`config.mk`:
```
export PLATFORM = sky130hd
export DESIGN_NAME = washer_sequencer
export DESIGN_NICKNAME = d
export VERILOG_FILES = /design/src/rtl/washer_pkg.sv /design/src/rtl/washer_phase_timer.sv /design/src/rtl/washer_sequencer.sv
export SDC_FILE = /design/constraint.sdc
export NUM_CORES = 1
export LEC_CHECK = 0
export BUFFER_PORTS_ARGS = -buffer_cell sky130_fd_sc_hd__buf_2
export CAP_MARGIN = 20
export CELL_PAD_IN_SITES_DETAIL_PLACEMENT = 1
export CELL_PAD_IN_SITES_GLOBAL_PLACEMENT = 2
export CORE_MARGIN = 2
export CORE_UTILIZATION = 38
export DETAILED_ROUTE_END_ITERATION = 6
export GPL_TIMING_DRIVEN = 0
export HOLD_SLACK_MARGIN = 0.03
export PLACE_DENSITY = 0.81
export RECOVER_POWER = 25
export SETUP_SLACK_MARGIN = 0.5
export SKIP_CTS_REPAIR_TIMING = 1
export SLEW_MARGIN = 20
export SYNTH_ARGS = -nofsm -noshare
export SYNTH_HDL_FRONTEND = slang
export SYNTH_SLANG_ARGS = --single-unit
```
`constraint.sdc`:
```
create_clock -name clk -period 4 [get_ports clk]
set_input_delay 1 -clock clk [delete_from_list [all_inputs] [get_ports clk]]
set_output_delay 1 -clock clk [all_outputs]
set_load 0.01 [all_outputs]
```
`src/rtl/washer_pkg.sv`:
```
// rtl/washer_pkg.sv - state codes and actuator masks for the washer sequencer
package washer_pkg;

  typedef enum logic [3:0] {
    ST_IDLE        = 4'd0,
    ST_FILL        = 4'd1,
    ST_WASH        = 4'd2,
    ST_DRAIN       = 4'd3,
    ST_RINSE_FILL  = 4'd4,
    ST_RINSE       = 4'd5,
    ST_RINSE_DRAIN = 4'd6,
    ST_SPIN        = 4'd7,
    ST_PAUSE       = 4'd8,
    ST_ABORT_DRAIN = 4'd9
  } state_e;

  // Actuator mask bit order: {agitator, motor, pump, speed, water}
  localparam logic [4:0] ACT_NONE    = 5'b00000;
  localparam logic [4:0] ACT_WATER   = 5'b00001;
  localparam logic [4:0] ACT_AGITATE = 5'b11000;
  localparam logic [4:0] ACT_PUMP    = 5'b00100;
  localparam logic [4:0] ACT_SPIN    = 5'b01110;

  function automatic logic [4:0] act_mask(input state_e s);
    logic [4:0] m;
    case (s)
      ST_FILL, ST_RINSE_FILL:                   m = ACT_WATER;
      ST_WASH, ST_RINSE:                        m = ACT_AGITATE;
      ST_DRAIN, ST_RINSE_DRAIN, ST_ABORT_DRAIN: m = ACT_PUMP;
      ST_SPIN:                                  m = ACT_SPIN;
      default:                                  m = ACT_NONE;
    endcase
    return m;
  endfunction

endpackage

```
`src/rtl/washer_phase_timer.sv`:
```
// rtl/washer_phase_timer.sv - prescaled phase down-counter with load and hold
module washer_phase_timer #(
  parameter int TICK_DIV = 1000,
  parameter int TIMER_W  = 16
) (
  input  logic               clk,
  input  logic               reset_n,
  input  logic               load_en,
  input  logic [TIMER_W-1:0] load_val,
  input  logic               hold,
  output logic               expire
);

  localparam int PRE_W = (TICK_DIV > 1) ? $clog2(TICK_DIV) : 1;
  localparam logic [PRE_W-1:0] PRE_LAST = PRE_W'(TICK_DIV - 1);

  logic [PRE_W-1:0]   pre_q, pre_d;
  logic [TIMER_W-1:0] cnt_q, cnt_d;
  logic               tick;

  assign tick   = (pre_q == PRE_LAST);
  // Expiry is reported regardless of hold so a held-at-expiry phase fires on resume.
  assign expire = tick && (cnt_q == '0);

  always_comb begin
    pre_d = pre_q;
    cnt_d = cnt_q;
    if (load_en) begin
      pre_d = '0;
      cnt_d = load_val;
    end else if (!hold) begin
      if (tick) begin
        pre_d = '0;
        cnt_d = cnt_q - 1'b1;
      end else begin
        pre_d = pre_q + 1'b1;
      end
    end
  end

  always_ff @(posedge clk or negedge reset_n) begin
    if (!reset_n) begin
      pre_q <= '0;
      cnt_q <= '0;
    end else begin
      pre_q <= pre_d;
      cnt_q <= cnt_d;
    end
  end

endmodule

```
`src/rtl/washer_sequencer.sv`:
```
// rtl/washer_sequencer.sv - washing-machine cycle FSM with pause, abort and rinse passes
module washer_sequencer
  import washer_pkg::*;
#(
  parameter int TICK_DIV  = 1000,
  parameter int TIMER_W   = 16,
  parameter int FILL_BASE = 20,
  parameter int WASH_BASE = 60,
  parameter int RINSE_T   = 30,
  parameter int DRAIN_T   = 15,
  parameter int SPIN_T    = 40,
  parameter int N_RINSE   = 2
) (
  input  logic       clk,
  input  logic       reset_n,
  input  logic       door,
  input  logic       start,
  input  logic       abort,
  input  logic [1:0] load,
  output logic       agitator,
  output logic       motor,
  output logic       pump,
  output logic       speed,
  output logic       water,
  output logic       busy,
  output logic       done,
  output logic [3:0] phase,
  output logic [2:0] rinse_left
);

  state_e             state_q, state_d;
  state_e             saved_q, saved_d;
  logic [1:0]         load_q, load_d;
  logic [2:0]         rinse_q, rinse_d;
  logic               start_q, start_d;
  logic [4:0]         act_q, act_d;
  logic               busy_q, busy_d;
  logic               done_q, done_d;
  logic               start_edge;
  logic               timer_load;
  logic               timer_hold;
  logic [TIMER_W-1:0] timer_val;
  logic               expire;

  function automatic logic [TIMER_W-1:0] phase_ticks(input state_e s, input logic [1:0] ld);
    int t;
    case (s)
      ST_FILL, ST_RINSE_FILL:                   t = FILL_BASE * (int'(ld) + 1);
      ST_WASH:                                  t = WASH_BASE * (int'(ld) + 1);
      ST_RINSE:                                 t = RINSE_T;
      ST_DRAIN, ST_RINSE_DRAIN, ST_ABORT_DRAIN: t = DRAIN_T;
      ST_SPIN:                                  t = SPIN_T;
      default:                                  t = 1;
    endcase
    return TIMER_W'(t - 1);
  endfunction

  assign start_edge = start && !start_q;

  always_comb begin
    state_d    = state_q;
    saved_d    = saved_q;
    load_d     = load_q;
    rinse_d    = rinse_q;
    start_d    = start;
    timer_load = 1'b0;
    timer_hold = (state_q == ST_IDLE) || (state_q == ST_PAUSE);

    case (state_q)
      ST_IDLE: begin
        if (start_edge && !door && !abort) begin
          state_d    = ST_FILL;
          load_d     = load;
          rinse_d    = 3'(N_RINSE);
          timer_load = 1'b1;
        end
      end
      ST_PAUSE: begin
        if (abort) begin
          state_d    = ST_ABORT_DRAIN;
          timer_load = 1'b1;
        end else if (start_edge && !door) begin
          state_d = saved_q;
        end
      end
      ST_ABORT_DRAIN: begin
        if (expire) state_d = ST_IDLE;
      end
      default: begin
        if (abort) begin
          state_d    = ST_ABORT_DRAIN;
          timer_load = 1'b1;
        end else if (door) begin
          // A door opening on the expiry cycle must not consume it, or the counter would wrap.
          state_d    = ST_PAUSE;
          saved_d    = state_q;
          timer_hold = expire;
        end else if (expire) begin
          timer_load = 1'b1;
          case (state_q)
            ST_FILL:       state_d = ST_WASH;
            ST_WASH:       state_d = ST_DRAIN;
            ST_DRAIN:      state_d = (rinse_q != 3'd0) ? ST_RINSE_FILL : ST_SPIN;
            ST_RINSE_FILL: state_d = ST_RINSE;
            ST_RINSE:      state_d = ST_RINSE_DRAIN;
            ST_RINSE_DRAIN: begin
              rinse_d = rinse_q - 3'd1;
              state_d = (rinse_q != 3'd1) ? ST_RINSE_FILL : ST_SPIN;
            end
            default:       state_d = ST_IDLE;
          endcase
        end
      end
    endcase

    timer_val = phase_ticks(state_d, load_d);
    act_d     = act_mask(state_d);
    busy_d    = (state_d != ST_IDLE);
    done_d    = (state_q == ST_SPIN) && (state_d == ST_IDLE);
  end

  always_ff @(posedge clk or negedge reset_n) begin
    if (!reset_n) begin
      state_q <= ST_IDLE;
      saved_q <= ST_IDLE;
      load_q  <= 2'd0;
      rinse_q <= 3'd0;
      start_q <= 1'b0;
      act_q   <= ACT_NONE;
      busy_q  <= 1'b0;
      done_q  <= 1'b0;
    end else begin
      state_q <= state_d;
      saved_q <= saved_d;
      load_q  <= load_d;
      rinse_q <= rinse_d;
      start_q <= start_d;
      act_q   <= act_d;
      busy_q  <= busy_d;
      done_q  <= done_d;
    end
  end

  washer_phase_timer #(
    .TICK_DIV(TICK_DIV),
    .TIMER_W (TIMER_W)
  ) u_timer (
    .clk     (clk),
    .reset_n (reset_n),
    .load_en (timer_load),
    .load_val(timer_val),
    .hold    (timer_hold),
    .expire  (expire)
  );

  assign {agitator, motor, pump, speed, water} = act_q;
  assign busy       = busy_q;
  assign done       = done_q;
  assign phase      = state_q;
  assign rinse_left = rinse_q;

endmodule

```
== Word level (Yosys, flattened, before mapping) ==
Memory sizes are Yosys's and may differ from the RTL's. A register that Yosys moved wholly into a read port is not among the register bits.
Cells that the tools add are included.

* Flip-flop bits (word level): 42
* Memory bits (read-only): 80
* Input port bits: 7
* Word-level logic and storage cells: 103
* Memories kept: 1

{| class="wikitable"
|+ Memory list
! memory !! words !! bits a word !! read ports !! clocked after memory_dff !! wr ports !! RTL line !! text
|-
| (name not given) || 16 || 5 || 1 || 1 || 0 || washer_pkg.sv:26 || <nowiki>case (s)</nowiki>
|}

* Add/subtract/negate cells: 5
* Multiply operators: 2
* Equal/unequal tests: 23
* Multiplexer cells: 35
* Bitwise logic cells: 3
* Reduce and logical (&&, ||, !) cells: 25

{| class="wikitable"
|+ Operators by type and width
! cell !! number
|-
| $pmux 16 s5 || 1
|-
| $mux 16 || 3
|-
| $eq 4x3->1 const B || 8
|-
| $mux 10 || 3
|-
| $mux 4 || 7
|-
| $pmux 3 s6 || 1
|-
| $eq 4x2->1 const B || 4
|-
| $logic_not 16->1 || 1
|-
| $sub 16x1->16 const B || 1
|-
| $sub 16x2->16 const B || 1
|-
| $mux 3 || 5
|-
| $eq 4x4->1 const B || 3
|-
| $pmux 4 s3 || 1
|-
| $add 10x1->10 const B || 1
|-
| $eq 10x10->1 const B || 1
|-
| $eq 4x1->1 const B || 2
|-
| $logic_not 4->1 || 2
|-
| $mux 1 || 8
|-
| $mux 2 || 4
|-
| $mul 4x3->7 const A || 1
|-
| $mul 3x3->6 const A || 1
|-
| $ne 2x1->1 const B || 3
|-
| $pmux 3 s2 || 1
|-
| $reduce_and 6->1 || 1
|-
| 16 further kinds || 29
|}

== Depth between registers and ports, before layout ==
* Depth in word-level cells: 12
* Depth in mapped cells: 18

== Cells and area by module ==
Synthesis repeated with hierarchy kept, for this count alone.

* Cells, all modules: 367
* Area total of the unflattened synthesis: 3405.8 µm²

{| class="wikitable"
|+ By module, submodules not included
! module !! instances !! cells an instance !! area each (µm²) !! seq. area each (µm²)
|-
| washer_sequencer || 1 || 208 || 1939.4 || 525.5
|-
| washer_phase_timer || 1 || 159 || 1466.4 || 650.6
|}

== Worst setup path before layout ==
OpenSTA, ideal clock, no wires.

* Path kind: in2reg
* Start: in door
* End: reg u_timer.cnt_q[8]
* Library setup time: 0.083 ns
* Arrival time: 3.754 ns
* Required time: 3.917 ns
* Setup slack: 0.163 ns
* Stages: 12
* Cell sequence: nor4b_1 -> nand2_1 -> mux2_2 -> inv_1 -> ha_1 -> inv_1 -> ha_1 -> fa_1 -> a21o_1 -> a221oi_2 -> a31oi_4 -> a22oi_2

* Cells in the longest elaborated chain, start to end: 10

{| class="wikitable"
|+ RTL lines
! what !! RTL line !! text
|-
| from (decl) || washer_sequencer.sv:16 || <nowiki>input logic door,</nowiki>
|-
| $logic_not 1->1 * || washer_sequencer.sv:71 || <nowiki>if (start_edge && !door && !abort) begin</nowiki>
|-
| $logic_and 1x1->1 * (2 in series) || washer_sequencer.sv:71 ||
|-
| $mux 2 * || washer_sequencer.sv:71 ||
|-
| $mux 2 * || washer_sequencer.sv:69 || <nowiki>case (state_q)</nowiki>
|-
| named net load_d[0] || washer_sequencer.sv:33 || <nowiki>logic [1:0] load_q, load_d;</nowiki>
|-
| $add 2x1->3 * || washer_sequencer.sv:48, washer_sequencer.sv:49 ||
|-
| $mul 4x3->7 / $mul 3x3->6 (equally long branches) || washer_sequencer.sv:49, washer_sequencer.sv:48 ||
|-
| $pmux 16 s5 * || washer_sequencer.sv:47 || <nowiki>case (s)</nowiki>
|-
| $sub 16x2->16 * || washer_sequencer.sv:55 || <nowiki>return TIMER_W'(t - 1);</nowiki>
|-
| $mux 16 * || washer_phase_timer.sv:28 || <nowiki>if (load_en) begin</nowiki>
|-
| to (signal assigned) || washer_phase_timer.sv:47 || <nowiki>cnt_q <= cnt_d;</nowiki>
|-
| to (decl) || washer_phase_timer.sv:18 || <nowiki>logic [TIMER_W-1:0] cnt_q, cnt_d;</nowiki>
|}

Mark *: on every way through the listed nets, which the timed path passes. The rest lies on a longest branch.
A chain may end at the register's enable or synchronous reset.

== Worst setup path in the final report ==
* Start: reg u_timer.cnt_q[3]
* End: reg u_timer.cnt_q[6]

* Cells in the longest elaborated chain, start to end: 11

{| class="wikitable"
|+ RTL lines
! what !! RTL line !! text
|-
| $logic_not 16->1 * || washer_phase_timer.sv:23 || <nowiki>assign expire = tick && (cnt_q == '0);</nowiki>
|-
| $logic_and 1x1->1 * || washer_phase_timer.sv:23 ||
|-
| $mux 4 || washer_sequencer.sv:98 || <nowiki>end else if (expire) begin</nowiki>
|-
| $mux 4 || washer_sequencer.sv:93 || <nowiki>end else if (door) begin</nowiki>
|-
| $mux 4 || washer_sequencer.sv:90 || <nowiki>if (abort) begin</nowiki>
|-
| $pmux 4 s3 * || washer_sequencer.sv:69 ||
|-
| named net state_d[0] || washer_sequencer.sv:31 || <nowiki>state_e state_q, state_d;</nowiki>
|-
| $eq 4x2->1, or another cell as far along || washer_sequencer.sv:47 ||
|-
| $reduce_or 3->1 / $reduce_or 2->1 (equally long branches) || washer_sequencer.sv:47 ||
|-
| $pmux 16 s5 * || washer_sequencer.sv:47 ||
|-
| $sub 16x2->16 * || washer_sequencer.sv:55 ||
|-
| $mux 16 * || washer_phase_timer.sv:28 ||
|}

Mark *: on every way through the listed nets, which the timed path passes. The rest lies on a longest branch. The select of a mux whose other input is x is not followed.

==> results.py <==
metrics = {
    "outcome": {
        "status": "finished, violations left",
        "violations": "max-capacitance violations, max-slew violations",
    },
    "sta": {
        "setup_ws_ns": 0.274,
        "max_freq_mhz": 268,
        "hold_ws_ns": 0.545,
        "finalHoldViolCount": 0,
        "maxSlewHeadroom_pct": -10.4,
        "finClkSkew_ns": 0.00689,
        "setup_violations": 0,
        "final.period_utilization_pct": 93.2,
        "layout_min_cycle_time_ns": 3.73,
        "rsz0062_at_grt": "true",
        "tightestPinTransition_ns": 1.66,
        "slew_viol_final": 30,
    },
    "synth": {
        "synth_edf_count": 0,
        "synth_largest_area_cell": "dfrtp_1",
        "synth_cells": 378,
        "synth-seq-cells": 47,
        "synth_top_area_share_pct": 34.9,
        "yosysUniqueCellTypes": 75,
        "yosys_warnings": 0,
        "async_flop_share_pct": 100,
        "syn_nets": 400,
        "synth_ff_type": "dfrtp_1",
        "yosysSeqAreaShare_pct": 34.9,
        "netlist_area_mm2": 0.00337,
        "postSynthAreaPerCell_um2": 8.93,
        "synth_area_leaders": "dfrtp_1 35%, ha_1 5.2%, nor2_1 4.9%",
    },
    "clock_network": {
        "clockRootBuffer": "clkbuf_8",
        "numCtsBuffers": 5,
        "cts_tree": "yes",
        "clk-insertion-delay-late_ns": 0.30,
        "clkSinkCount": 47,
        "clk_pin_slew_ns": 0.09,
        "clk_path_buf_depth": 2,
        "htree_levels": 2,
    },
    "floorplanning": {
        "start_util_pct": 38.9,
        "dieArea_mm2": 0.00965,
        "coreArea_mm2": 0.00868,
        "die_h_um": 98.2,
        "ioPinCount": 21,
        "die_x_um": 98.2,
        "rows": 34,
    },
    "final_layout": {
        "mostFrequentLayoutCell": "dfrtp_1",
        "final_cells": 557,
        "antenna_cells": 0,
        "ff_latch_area_mm2": 0.00118,
        "finalInstanceArea_mm2": 0.00440,
        "nNetsFinal": 470,
        "num-fill-cells": 1013,
        "area_growth_pct": 30.4,
        "multi_input_area_mm2": 0.00234,
        "final_cell_mix": "45 x dfrtp_1, 43 x buf_4, 39 x nor2_1",
        "drive_above_1_share_pct": 34.7,
    },
    "critical_path": {
        "required_ns": 4.17,
        "crit_type": "register to register",
        "start_kind": "register",
        "endpoint_kind": "register",
        "worstPathArrival_ns": 3.89,
        "critPathMaxFanout": 7,
    },
    "routing": {
        "routed_wl_mm": 10.8,
        "dr.pass1.iters": 4,
        "drt_iter0_drc": 105,
        "wl_per_cell_um": 19.3,
        "postRouteAntennaNets": 0,
        "drc_errors": 0,
        "vias": 3231,
        "via_per_inst": 5.80,
    },
    "place": {
        "gp_congestion": 0.846,
        "placedCellCount": 507,
        "dp_slack_ns": -0.352,
        "dp_hpwl_mm": 7.02,
        "post_dp_cell_area_mm2": 0.00370,
        "portBuffers": 20,
    },
    "pwr": {
        "power_density_mw_per_mm2": 283,
        "swShare_pct": 33.5,
        "cellLeakagePower_nw": 1.85,
        "intPower_uw": 827,
        "ir_drop_v": 0.000145,
        "p_clk_share_pct": 23.8,
        "p_seq_share_pct": 50.8,
        "p_comb_share_pct": 25.4,
        "power.switching_uw": 417,
        "finalPower_mw": 1.24,
    },
    "grt": {
        "grt_antenna_before_repair": 0,
        "grtUsageTotal_pct": 20.3,
        "grt_pass1_wl_mm": 15.9,
        "first_global_vias": 3046,
        "overflow": 0,
        "grt_start_max_net_pins": 30,
    },
    "run": {
        "drv_cap": 1,
    },
    "min_path": {
        "hold_path_class": "register to register",
    },
}
## critical path: stages, from the launching register on
cell,delay [ns]
dfrtp_1,0.43
or4_4,0.54
buf_8,0.16
nor2_8,0.11
nand4_4,0.13
a22oi_2,0.27
or2_1,0.16
buf_6,0.15
inv_6,0.04
buf_12,0.12
nor2_4,0.19
nor3_4,0.06
a211oi_4,0.27
ha_2,0.27
inv_4,0.05
a221oi_4,0.28
buf_4,0.18
a21o_1,0.13
a22oi_2,0.05
## Yosys cell counts (3+ instances only)
| cell | n |
|---|---|
| dfrtp_1 | 47 |
| nor2_1 | 44 |
| nand2_1 | 32 |
| a21oi_1 | 23 |
| o21ai_0 | 19 |
| inv_1 | 15 |
| ha_1 | 14 |
| nand3_1 | 14 |
| nor3_1 | 13 |
| xnor2_1 | 12 |
| nor4_1 | 9 |
| a31oi_1 | 8 |
| clkbuf_1 | 8 |
| and3_1 | 6 |
| xor2_1 | 6 |
| mux2_2 | 5 |
| o22ai_1 | 5 |
| a211o_1 | 4 |
| a21o_1 | 4 |
| nor3b_1 | 4 |
| a22oi_2 | 3 |
| buf_2 | 3 |
| buf_6 | 3 |
| mux2i_1 | 3 |
| nand4_1 | 3 |
| nor3_4 | 3 |
| o211ai_1 | 3 |
| o21a_1 | 3 |
| o21ai_1 | 3 |
| or4_1 | 3 |
## metal layers
metal / up-vias / share of wire (%) / global-route usage [%]
met4: 0 / 1.9 / 4.43
met5: - / 0 / 0
li1: 1525 / - / -
met3: 18 / 3.0 / 2.22
met2: 74 / 51 / 34.5
met1: 1614 / 44 / 28.0
## through the flow
step                      utilization, %  TNS [ns]
final                               50.7         0
after global routing                50.7         0
after CTS                           43.6  -0.00651
after detailed placement            42.6     -2.64
after global placement              42.4     -2.29
after floorplan                        -         0
## layout make-up
type | count | area share [%]
multi-input cells | 298 | 53.2
flip-flops and latches | 47 | 26.8
repair buffers | 63 | 10.4
well taps | 108 | 3.07
plain buffers | 15 | 2.62
inverters | 18 | 1.99
clock buffers | 6 | 1.65
clock inverters | 2 | 0.284
## cells by family (layout without fill, tap and decap cells)
logic type / after synthesis / count (layout) / share of synthesized area (%)
and+or+nand+nor: 156 / 156 / 25.4
AOI/OAI and AO/OA: 100 / 100 / 21.4
DFF: 47 / 47 / 34.9
buffers and inverters: 33 / 104 / 4.93
xor gates and xnor gates: 18 / 18 / 4.67
adders and majority gates: 16 / 16 / 6.12
muxes: 8 / 8 / 2.56
## sequential cells by signal (all words and copies together) (netlist names)
| register | cells |
|---|---|
| act_q | 5 |
| busy | 1 |
| done | 1 |
| load_q | 2 |
| phase | 4 |
| rinse_left | 3 |
| saved_q | 4 |
| start_q | 1 |
| u_timer.cnt_q | 16 |
| u_timer.pre_q | 10 |
## final timing paths
path,from,endpoint,slack (ns),depth (start not counted)
max,u_timer.cnt_q[3]$_DFFE_PN0P_,u_timer.cnt_q[6]$_DFFE_PN0P_,0.27,18
min,rinse_left[2]$_DFFE_PN0P_,rinse_left[2]$_DFFE_PN0P_,0.54,1
max reg2reg,u_timer.cnt_q[3]$_DFFE_PN0P_,u_timer.cnt_q[6]$_DFFE_PN0P_,0.27,18
min reg2reg,rinse_left[2]$_DFFE_PN0P_,rinse_left[2]$_DFFE_PN0P_,0.54,1
max in group asynchronous,reset_n,u_timer.cnt_q[6]$_DFFE_PN0P_,0.92,2
min in group asynchronous,reset_n,rinse_left[1]$_DFFE_PN0P_,0.87,1
## power by group through the flow
stage / sequential (mW) / combinational, mW / clock (mW)
6_report: 0.632 / 0.317 / 0.296
5_1_grt: 0.645 / 0.358 / 0.321
4_1_cts: 0.629 / 0.246 / 0.308
3_5_place_dp: 0.638 / 0.245 / 0
3_3_place_gp: 0.635 / 0.236 / 0
2_1_floorplan: 0.615 / 0.195 / 0
(Power assumes the default switching activity.)
